--- src/rtl/dense_seq_ctrl_pkg.sv ---
// dense_pkg: shared constants and types for the dense classification sequencer.
// No ports. Holds the layer geometry (N_IN features, N_OUT neurons), the word,
// accumulator and score widths, the offset of the bias word inside each
// neuron's weight block, the FSM state encoding and the score type used by
// dense_seq_ctrl and dense_relu_q.
package dense_pkg;

    localparam int N_IN     = 144;
    localparam int N_OUT    = 4;
    localparam int DWIDTH   = 35;
    localparam int AWIDTH   = 73;
    localparam int RWIDTH   = 17;
    localparam int PWIDTH   = 2 * DWIDTH;

    // Word index of the bias inside one neuron's block of the weight ROM.
    localparam int BIAS_OFS = N_IN;
    // Stride between neuron blocks in the weight ROM (weights plus bias).
    localparam int W_STRIDE = N_IN + 1;

    localparam int FA_W     = 8;
    localparam int WA_W     = 10;
    localparam int IDX_W    = 2;

    typedef enum logic [2:0] {
        S_IDLE   = 3'd0,
        S_ISSUE  = 3'd1,
        S_DRAIN  = 3'd2,
        S_POST   = 3'd3,
        S_ARGMAX = 3'd4,
        S_DONE   = 3'd5
    } state_e;

    typedef logic signed [DWIDTH-1:0] word_t;
    typedef logic signed [AWIDTH-1:0] acc_t;
    typedef logic signed [RWIDTH-1:0] score_t;

endpackage

--- src/rtl/dense_seq_ctrl_if.sv ---
// dense_seq_ctrl_if: handshake and memory-read bus of the dense sequencer.
// Signals:
//   start      request pulse into the sequencer
//   busy       sequencer is running a classification
//   feat_addr  feature buffer read address
//   feat_data  feature word returned by the buffer
//   w_addr     weight ROM read address
//   w_data     weight/bias word returned by the ROM
//   done       one-cycle completion pulse
//   max_idx    winning class
//   changed    winning class differs from the previous result
// Modports: master = sequencer side, slave = feature buffer / ROM / host side.
interface dense_seq_ctrl_if;
    import dense_pkg::*;

    logic             start;
    logic             busy;
    logic [FA_W-1:0]  feat_addr;
    word_t            feat_data;
    logic [WA_W-1:0]  w_addr;
    word_t            w_data;
    logic             done;
    logic [IDX_W-1:0] max_idx;
    logic             changed;

    modport master (
        input  start, feat_data, w_data,
        output busy, feat_addr, w_addr, done, max_idx, changed
    );

    modport slave (
        output start, feat_data, w_data,
        input  busy, feat_addr, w_addr, done, max_idx, changed
    );

endinterface

--- src/rtl/dense_seq_ctrl_relu.sv ---
// dense_relu_q: combinational bias subtract, ReLU and requantisation of one
// neuron's accumulator into a non-negative score.
// Parameters: SHIFT  right shift from accumulator to score, also the left
//                    shift applied to the bias word.
// Ports:
//   acc    in   signed accumulator (sum of feature*weight products)
//   bias   in   signed bias word for this neuron
//   score  out  ReLU score, MSB always 0
// Build option: DENSE_SAT_EN defined -> oversized positive results clip to the
// largest score; undefined -> the score keeps the low RWIDTH-1 bits (wraps).
module dense_relu_q
    import dense_pkg::*;
#(
    parameter int SHIFT = 56
) (
    input  acc_t   acc,
    input  word_t  bias,
    output score_t score
);

    // One guard bit above the wider of the accumulator and the shifted bias
    // keeps the subtraction free of overflow.
    localparam int VW = ((AWIDTH > DWIDTH + SHIFT) ? AWIDTH : (DWIDTH + SHIFT)) + 1;
    localparam logic [VW-1:0] RMAX = VW'((64'd1 << (RWIDTH - 1)) - 64'd1);

    logic signed [VW-1:0] acc_x;
    logic signed [VW-1:0] bias_x;
    logic signed [VW-1:0] v;
    logic [VW-1:0]        mag;

    always_comb begin
        acc_x  = {{(VW - AWIDTH){acc[AWIDTH-1]}}, acc};
        bias_x = {{(VW - DWIDTH){bias[DWIDTH-1]}}, bias} << SHIFT;
        v      = acc_x - bias_x;
        mag    = $unsigned(v) >> SHIFT;
        score  = '0;
        if (!v[VW-1]) begin
`ifdef DENSE_SAT_EN
            score = (mag > RMAX) ? score_t'(RMAX) : score_t'(mag);
`else
            score = score_t'(mag & RMAX);
`endif
        end
    end

endmodule

--- src/rtl/dense_seq_ctrl.sv ---
// dense_seq_ctrl: time-multiplexed sequencer for the final dense layer.
// A single signed MAC walks N_IN features for each of N_OUT neurons, subtracts
// the bias, applies ReLU/requantisation, then reports the argmax class.
// Parameters:
//   SHIFT     accumulator-to-score right shift (and bias left shift)
//   READ_LAT  address-to-data latency of both memories, 1..3
// Ports:
//   clk    in  clock
//   reset  in  asynchronous active-low reset
//   bus    master side of dense_seq_ctrl_if (start/busy/done/max_idx/changed
//          handshake plus feature buffer and weight ROM read ports)
// Build option: DENSE_SAT_EN selects score saturation instead of wrap
// (implemented in dense_relu_q).
module dense_seq_ctrl
    import dense_pkg::*;
#(
    parameter int SHIFT    = 56,
    parameter int READ_LAT = 1
) (
    input  logic             clk,
    input  logic             reset,
    dense_seq_ctrl_if.master bus
);

    localparam logic [FA_W-1:0]  I_LAST = FA_W'(BIAS_OFS);
    localparam logic [IDX_W-1:0] N_LAST = IDX_W'(N_OUT - 1);

    state_e                   state;
    logic [IDX_W-1:0]         n;
    logic [FA_W-1:0]          i;
    logic [1:0]               drain_cnt;

    logic                     busy_q;
    logic                     done_q;
    logic                     changed_q;
    logic [IDX_W-1:0]         max_idx_q;
    logic [IDX_W-1:0]         prev_idx;
    logic [IDX_W-1:0]         best_idx;
    logic [IDX_W-1:0]         best_c;

    logic [READ_LAT-1:0]      feat_tag;
    logic [READ_LAT-1:0]      bias_tag;

    logic signed [PWIDTH-1:0] feat_x;
    logic signed [PWIDTH-1:0] wgt_x;
    logic signed [PWIDTH-1:0] prod_c;
    logic signed [PWIDTH-1:0] prod_q;
    logic                     prod_v;
    acc_t                     acc;
    word_t                    bias_q;

    score_t                   score [N_OUT];
    score_t                   relu_out;

    logic [FA_W-1:0]          feat_addr_c;
    logic [WA_W-1:0]          w_addr_c;
    logic                     accept;
    logic                     issuing;

    assign accept  = (state == S_IDLE) && bus.start;
    assign issuing = (state == S_ISSUE);

    // Addresses follow the issue counter directly; the bias slot (i == N_IN)
    // leaves the feature address at 0 since that read is not used.
    always_comb begin
        feat_addr_c = '0;
        w_addr_c    = '0;
        if (issuing) begin
            if (i != I_LAST) begin
                feat_addr_c = i;
            end
            w_addr_c = WA_W'(n) * WA_W'(W_STRIDE) + WA_W'(i);
        end
    end

    // Tags travel alongside the reads so the datapath knows, READ_LAT cycles
    // later, whether the returning words are a feature/weight pair or the bias.
    always_ff @(posedge clk or negedge reset) begin
        if (!reset) begin
            feat_tag <= '0;
            bias_tag <= '0;
        end else begin
            feat_tag[0] <= issuing && (i != I_LAST);
            bias_tag[0] <= issuing && (i == I_LAST);
            for (int k = 1; k < READ_LAT; k++) begin
                feat_tag[k] <= feat_tag[k-1];
                bias_tag[k] <= bias_tag[k-1];
            end
        end
    end

    assign feat_x = {{DWIDTH{bus.feat_data[DWIDTH-1]}}, bus.feat_data};
    assign wgt_x  = {{DWIDTH{bus.w_data[DWIDTH-1]}}, bus.w_data};
    assign prod_c = feat_x * wgt_x;

    // Product is registered before accumulation to keep the multiplier and
    // the wide adder in separate cycles.
    always_ff @(posedge clk or negedge reset) begin
        if (!reset) begin
            prod_q <= '0;
            prod_v <= 1'b0;
            bias_q <= '0;
            acc    <= '0;
        end else begin
            prod_v <= feat_tag[READ_LAT-1];
            if (feat_tag[READ_LAT-1]) begin
                prod_q <= prod_c;
            end
            if (bias_tag[READ_LAT-1]) begin
                bias_q <= bus.w_data;
            end
            if (accept || (state == S_POST)) begin
                acc <= '0;
            end else if (prod_v) begin
                acc <= acc + {{(AWIDTH - PWIDTH){prod_q[PWIDTH-1]}}, prod_q};
            end
        end
    end

    dense_relu_q #(
        .SHIFT (SHIFT)
    ) u_relu (
        .acc   (acc),
        .bias  (bias_q),
        .score (relu_out)
    );

    // Strict greater-than scan so ties keep the lowest index.
    always_comb begin
        best_c = '0;
        for (int k = 1; k < N_OUT; k++) begin
            if (score[k] > score[best_c]) begin
                best_c = IDX_W'(k);
            end
        end
    end

    // Main sequencer. DRAIN counts READ_LAT down to 0, giving READ_LAT+1
    // cycles for the last product and the bias to land in their registers.
    always_ff @(posedge clk or negedge reset) begin
        if (!reset) begin
            state     <= S_IDLE;
            n         <= '0;
            i         <= '0;
            drain_cnt <= '0;
            busy_q    <= 1'b0;
            done_q    <= 1'b0;
            changed_q <= 1'b0;
            max_idx_q <= '0;
            prev_idx  <= '0;
            best_idx  <= '0;
            for (int k = 0; k < N_OUT; k++) begin
                score[k] <= '0;
            end
        end else begin
            done_q    <= 1'b0;
            changed_q <= 1'b0;
            case (state)
                S_IDLE: begin
                    if (bus.start) begin
                        n      <= '0;
                        i      <= '0;
                        busy_q <= 1'b1;
                        state  <= S_ISSUE;
                    end
                end
                S_ISSUE: begin
                    if (i == I_LAST) begin
                        drain_cnt <= 2'(READ_LAT);
                        state     <= S_DRAIN;
                    end else begin
                        i <= i + 1'b1;
                    end
                end
                S_DRAIN: begin
                    if (drain_cnt == 2'd0) begin
                        state <= S_POST;
                    end else begin
                        drain_cnt <= drain_cnt - 1'b1;
                    end
                end
                S_POST: begin
                    score[n] <= relu_out;
                    if (n == N_LAST) begin
                        state <= S_ARGMAX;
                    end else begin
                        n     <= n + 1'b1;
                        i     <= '0;
                        state <= S_ISSUE;
                    end
                end
                S_ARGMAX: begin
                    best_idx <= best_c;
                    state    <= S_DONE;
                end
                S_DONE: begin
                    done_q    <= 1'b1;
                    max_idx_q <= best_idx;
                    changed_q <= (best_idx != prev_idx);
                    prev_idx  <= best_idx;
                    busy_q    <= 1'b0;
                    state     <= S_IDLE;
                end
                default: begin
                    state <= S_IDLE;
                end
            endcase
        end
    end

    assign bus.busy      = busy_q;
    assign bus.done      = done_q;
    assign bus.changed   = changed_q;
    assign bus.max_idx   = max_idx_q;
    assign bus.feat_addr = feat_addr_c;
    assign bus.w_addr    = w_addr_c;

endmodule
--- src/flat_wrapper.sv ---
// flat-port wrapper written by rule: the top's interface ports become plain ports
module dense_seq_ctrl_flat import dense_pkg::*;
#(
    parameter int SHIFT    = 56,
    parameter int READ_LAT = 1
)
  (clk, reset, bus_start, bus_feat_data, bus_w_data, bus_busy, bus_feat_addr, bus_w_addr, bus_done, bus_max_idx, bus_changed);
  dense_seq_ctrl_if bus_i ();
  input  logic clk;
  input  logic reset;
  input wire logic [$bits(bus_i.start)-1:0] bus_start;
  input wire logic [$bits(bus_i.feat_data)-1:0] bus_feat_data;
  input wire logic [$bits(bus_i.w_data)-1:0] bus_w_data;
  output wire logic [$bits(bus_i.busy)-1:0] bus_busy;
  output wire logic [$bits(bus_i.feat_addr)-1:0] bus_feat_addr;
  output wire logic [$bits(bus_i.w_addr)-1:0] bus_w_addr;
  output wire logic [$bits(bus_i.done)-1:0] bus_done;
  output wire logic [$bits(bus_i.max_idx)-1:0] bus_max_idx;
  output wire logic [$bits(bus_i.changed)-1:0] bus_changed;
  assign bus_i.start = bus_start;
  assign bus_i.feat_data = bus_feat_data;
  assign bus_i.w_data = bus_w_data;
  assign bus_busy = bus_i.busy;
  assign bus_feat_addr = bus_i.feat_addr;
  assign bus_w_addr = bus_i.w_addr;
  assign bus_done = bus_i.done;
  assign bus_max_idx = bus_i.max_idx;
  assign bus_changed = bus_i.changed;
  dense_seq_ctrl #(.SHIFT(SHIFT), .READ_LAT(READ_LAT)) u_core (.clk(clk), .reset(reset), .bus(bus_i));
endmodule
--- config.mk ---
export PLATFORM = sky130hd
export DESIGN_NAME = dense_seq_ctrl_flat
export DESIGN_NICKNAME = d
export VERILOG_FILES = /design/src/rtl/dense_seq_ctrl_pkg.sv /design/src/rtl/dense_seq_ctrl_if.sv /design/src/rtl/dense_seq_ctrl_relu.sv /design/src/rtl/dense_seq_ctrl.sv /design/src/flat_wrapper.sv
export SDC_FILE = /design/constraint.sdc
export NUM_CORES = 2
export LEC_CHECK = 0
export CAP_MARGIN = 25
export CORE_MARGIN = 1
export CORE_UTILIZATION = 62
export DETAILED_ROUTE_END_ITERATION = 7
export PLACE_DENSITY = 0.83
export SETUP_SLACK_MARGIN = 0.3
export SLEW_MARGIN = 20
export SYNTH_ARGS = -nofsm -noshare
export SYNTH_HDL_FRONTEND = slang
export SYNTH_SLANG_ARGS = --single-unit
--- constraint.sdc ---
create_clock -name clk -period 12.3 [get_ports clk]
set_input_delay 1.23 -clock clk [delete_from_list [all_inputs] [get_ports clk]]
set_output_delay 1.23 -clock clk [all_outputs]
set_load 0.005 [all_outputs]
Yosys cells after proc, flatten, opt, wreduce, memory -nomap -nowiden:

Cells that the tools add are included.

* logic and storage cells: 106
* output and inout bits: 23
* input port bits: 73
* register bits after elaboration: 271

* multiply operators: 2
* muxes and demuxes: 37
* equal/unequal tests: 15
* $lt $le $gt $ge: 7
* reduce and logical (&&, ||, !) cells: 17
* bitwise operators: 3
* add/sub/neg operators: 6

Operators by type and width (count)
* $mux W73: 2
* $sub A73 B91 Y92: 1
* $mux W17: 5
* $add A73 B73 Y73: 1
* $mul A35 B35 Y70: 1
* $bmux W17 S2: 2
* $bwmux W68: 1
* $gt A17 B17 Y1: 3
* $mux W8: 5
* $demux W17 S2: 1
* $pmux W8 S3: 1
* $mux W16: 1
* $pmux W3 S5: 1
* $mux W2: 6
* $mux W3: 4
* $add A10 B8 Y10: 1
* $mul A2 B8 Y10 const B: 1
* $mux W10: 1
* $ne A2 B2 Y1 const B: 5
* $ge A3 B3 Y1 const B: 3
* $reduce_and A3 Y1: 3
* $add A8 B1 Y8 const B: 1
* $eq A8 B8 Y1 const B: 1
* $ne A8 B8 Y1 const B: 1
* other kinds (22): 35

Logic depth before layout (Yosys ltp):

* word-level depth: 14
* mapped depth: 35
* gate-level depth less buffers: 35

Modules after synthesis:

A second synthesis with hierarchy kept.

* cells, all modules: 6500
* area, all modules: 60952.2 um^2

By module, submodules not included
* dense_seq_ctrl: area each 59420.7 um^2, seq. area each 6781.5 um^2, cells an instance 6291, instances 1
* dense_relu_q: area each 1531.5 um^2, seq. area each 0.0 um^2, cells an instance 209, instances 1

Worst setup path after synthesis:

Ideal clock, no wire load.

* path type: in2reg
* start point: input port bus_feat_data[34]
* end point: register u_core.prod_q[64]
* required time: 12.175 ns
* arrival: 8.446 ns
* buffers on the path: 1
* library setup time: 0.125 ns
* slack: 3.730 ns
* stages on the path: 25
* cells stage by stage: clkbuf_1 > nand2_1 > inv_1 > fa_1 > fa_1 > fa_1 > inv_1 > fa_1 > fa_1 > fa_1 > fa_1 > fa_1 > inv_1 > ha_1 > a21o_1 > a21o_1 > a21oi_1 > o21ai_1 > a221o_1 > a21oi_1 > o2bb2ai_1 > o211a_1 > or3_1 > xor2_1 > mux2_2

* cells in the longest elaborated chain, start to end: 1

RTL lines
* start, declared: line flat_wrapper.sv:12 `input wire logic [$bits(bus_i.feat_data)-1:0] bus_feat_data;`
* $mul A35 B35 Y70: line dense_seq_ctrl.sv:94 `assign prod_c = feat_x * wgt_x;`
* end signal, assigned: line dense_seq_ctrl.sv:107 `prod_q <= prod_c;`
* end, declared: line dense_seq_ctrl.sv:47 `logic signed [PWIDTH-1:0] prod_q;`

Every way passes these cells.
A chain may end at the register's enable or synchronous reset.

Final worst setup path:

* start point: input port bus_feat_data[23]
* end point: register u_core.prod_q[69]

Same word-level chain as after synthesis.

==> impl_metrics.env <==
export IMPL_ys_ff_latch=267
export IMPL_cts_root_buf="clkbuf_16"
export IMPL_synth_top_area_share_pct=43.7
export IMPL_syn_avg_cell_area_sq_um=9.16
export IMPL_finalClockSkew_ns=0.0116
export IMPL_synth_seq_area_share_pct=11.1
export IMPL_fin_setup_tns_ns=0
export IMPL_synth_common_cells="fa_1, inv_1, nand2_1"
export IMPL_max_freq_ghz=0.102
export IMPL_synthesis_area_sq_um=60300
export IMPL_via_count=45300
export IMPL_cts_htree_levels=1
export IMPL_cts_tree="yes"
export IMPL_yosysTopAreaCell="fa_1"
export IMPL_num_rows=113
export IMPL_ctsHoldBuffers=0
export IMPL_path_class="in2reg"
export IMPL_wl_per_cell_um=19.9
export IMPL_nFillCells=7325
export IMPL_die_area_sq_um=98400
export IMPL_grt_pass1_wl_mm=254
export IMPL_postSynthCellCount=6581
export IMPL_drv_cap=0
export IMPL_detail_route_antenna_nets=0
export IMPL_crit_arrival_ns=10.27
export IMPL_grtUsageTotal_pct=32.4
export IMPL_gp_congestion=0.947
export IMPL_slew_headroom_pct=26.6
export IMPL_finalWirelength_mm=153
export IMPL_drc=0
export IMPL_global_route_overflow_total=0
export IMPL_worst_slew_pin_slew_ns=1.10
export IMPL_period_share_pct=80.1
export IMPL_worst_setup_path_end_kind="flop"
export IMPL_rsz0062_at_grt="no"
export IMPL_synth_area_top_cells="fa_1, dfrtp_1, inv_1"
export IMPL_initial_core_util_pct=63.0
export IMPL_vias_per_cell=5.88
export IMPL_ys_flop_type="dfrtp_1"
export IMPL_hpwl_mm=122
export IMPL_cp_max_fo=23
export IMPL_period_minus_slack_ns=9.85
export IMPL_holdWs_ns=0.479
export IMPL_cp_data_required_time_ns=12.72
export IMPL_grt_pass1_vias=49000
export IMPL_fin_area_sq_um=63100
export IMPL_synth_edff_count=0
export IMPL_port_buffers=95
export IMPL_core_area_sq_um=95600
export IMPL_startpoint_type="input port"
export IMPL_ys_types=78
export IMPL_clk_pin_slew_ns=0.06
export IMPL_cts_buffers=30
export IMPL_post_synth_top_count_cell="fa_1"
export IMPL_place_area_sq_um=62000
export IMPL_fp_dieH_um=314
export IMPL_cts_max_path_buffers=3
export IMPL_clkSinkCount=267
export IMPL_ctsResizeCount=0
export IMPL_maxSlewViolCount=0
export IMPL_dieWidth_um=314
export IMPL_first_iter_violations=3629
export IMPL_grt_max_degree=119
export IMPL_yosysWarnings=0
export IMPL_fin_nets=8185
export IMPL_hold_viol=0
export IMPL_insertion_delay_ns=0.57
export IMPL_post_cts_repair_setup_buffers=0
export IMPL_hold_path_class="reg2reg"
export IMPL_synthArstFlopShare_pct=100
export IMPL_syn_to_final_growth_pct=4.79
export IMPL_setup_violations_final=0
export IMPL_first_pass_iters=6
export IMPL_drive_gt1_share_pct=3.73
export IMPL_status="finished clean"
export IMPL_syn_nets=8347
export IMPL_pin_count=96
export IMPL_antenna_found_initial=3
-- per-stage QoR --
stage                     utilization [%]  setup slack [ns]  std cells
final                                66.1              2.45       7707
after global routing                 66.1              2.17       7705
after CTS                            66.0              2.65       7701
after detailed placement             64.9              2.07       7648
after global placement               64.8              2.22       7646
after floorplan                         -              3.73       6581
-- logic make-up (layout without fill, tap and decap cells) --
group	Yosys count	in the layout	share of synthesized area, %
adders and majority gates	1693	1693	51.5
muxes	113	113	2.01
DFF	267	267	11.1
buffers and inverters	1669	1528	10.4
AOI/OAI and AO/OA	753	753	7.91
other	0	2	0
and+or+nand+nor	1917	1917	14.6
xor gates and xnor gates	169	169	2.46
-- worst max-delay path, stage by stage --
cell and delay [ns]:
clkdlybuf4s50_1 1.04, buf_4 0.51, nand2_1 0.14, fa_1 0.57, inv_1 0.05, fa_1 0.48
fa_1 0.56, inv_1 0.05, fa_1 0.49, fa_1 0.61, fa_1 0.46, fa_1 0.52
inv_1 0.06, fa_1 0.47, ha_1 0.43, nand4_1 0.16, nor3_1 0.53, nand2_1 0.26
a211oi_1 0.53, o21ai_1 0.24, nand2_1 0.19, a211oi_2 0.12, o31ai_1 0.28, xnor2_1 0.16
a21oi_1 0.09
-- metal layers --
layer	vias to the layer above	part of all wire (%)	GRT usage (%)
li1	19600	-	-
met1	23100	39	43.3
met2	2179	48	53.4
met3	432	9.0	5.63
met4	2	4.0	11.5
met5	-	0.0085	0
-- cell usage in the layout, fill, tap and decap left out, types with 13 or more instances in the layout --
master,count
a211oi_1,13
a21o_1,110
a21oi_1,203
a31oi_1,18
and2_1,360
and3_1,28
buf_4,88
clkbuf_16,31
clkdlybuf4s50_1,84
dfrtp_1,264
fa_1,1312
ha_1,379
inv_1,1285
mux2_2,61
mux2i_1,50
nand2_1,1110
nand2b_1,57
nand3_1,43
nand4_1,51
nor2_1,170
nor2b_1,21
nor3_1,20
o21a_1,34
o21ai_0,142
o21ai_1,46
o21bai_1,31
o31ai_1,73
xnor2_1,114
xor2_1,55
-- cell type report --
type	count	area (sq um)	area share, %
Timing Repair Buffer	189	1680	2.67
Antenna cell	2	5.00	0.00793
Tap cell	1265	1580	2.51
Sequential cell	267	6690	10.6
Clock buffer	44	885	1.40
Inverter	1286	4830	7.65
Clock inverter	9	153	0.242
Multi-Input combinational cell	4645	47300	74.9
-- flip-flops by register name, summed over array words and instances (netlist names) --
name,flops
u_core.acc,73
u_core.bus.max_idx,2
u_core.drain_cnt,2
u_core.i,8
u_core.bias_q,35
u_core.state,3
u_core.bus.busy,1
u_core.bias_tag,1
u_core.bus.changed,1
u_core.n,2
u_core.prod_q,70
u_core.best_idx,2
u_core.prod_v,1
u_core.feat_tag,1
u_core.score,64
u_core.bus.done,1
-- path summary, 6_finish.rpt --
check / cells past startpoint / slack, ns / endpoint / from
max: 25 / 2.45 / u_core.prod_q[69] / bus_feat_data[23]
min: 1 / 0.48 / u_core.drain_cnt[0] / u_core.drain_cnt[0]
max reg2reg: 34 / 5.43 / u_core.best_idx[0] / u_core.score[36]
min reg2reg: 1 / 0.48 / u_core.drain_cnt[0] / u_core.drain_cnt[0]
max in group asynchronous: 3 / 10.31 / u_core.bias_tag / reset
min in group asynchronous: 1 / 0.68 / u_core.bias_q[32] / reset
Power is left out: the tool's default activity adds up to more than one toggle a clock period on the data nets, which glitch-free logic cannot reach.
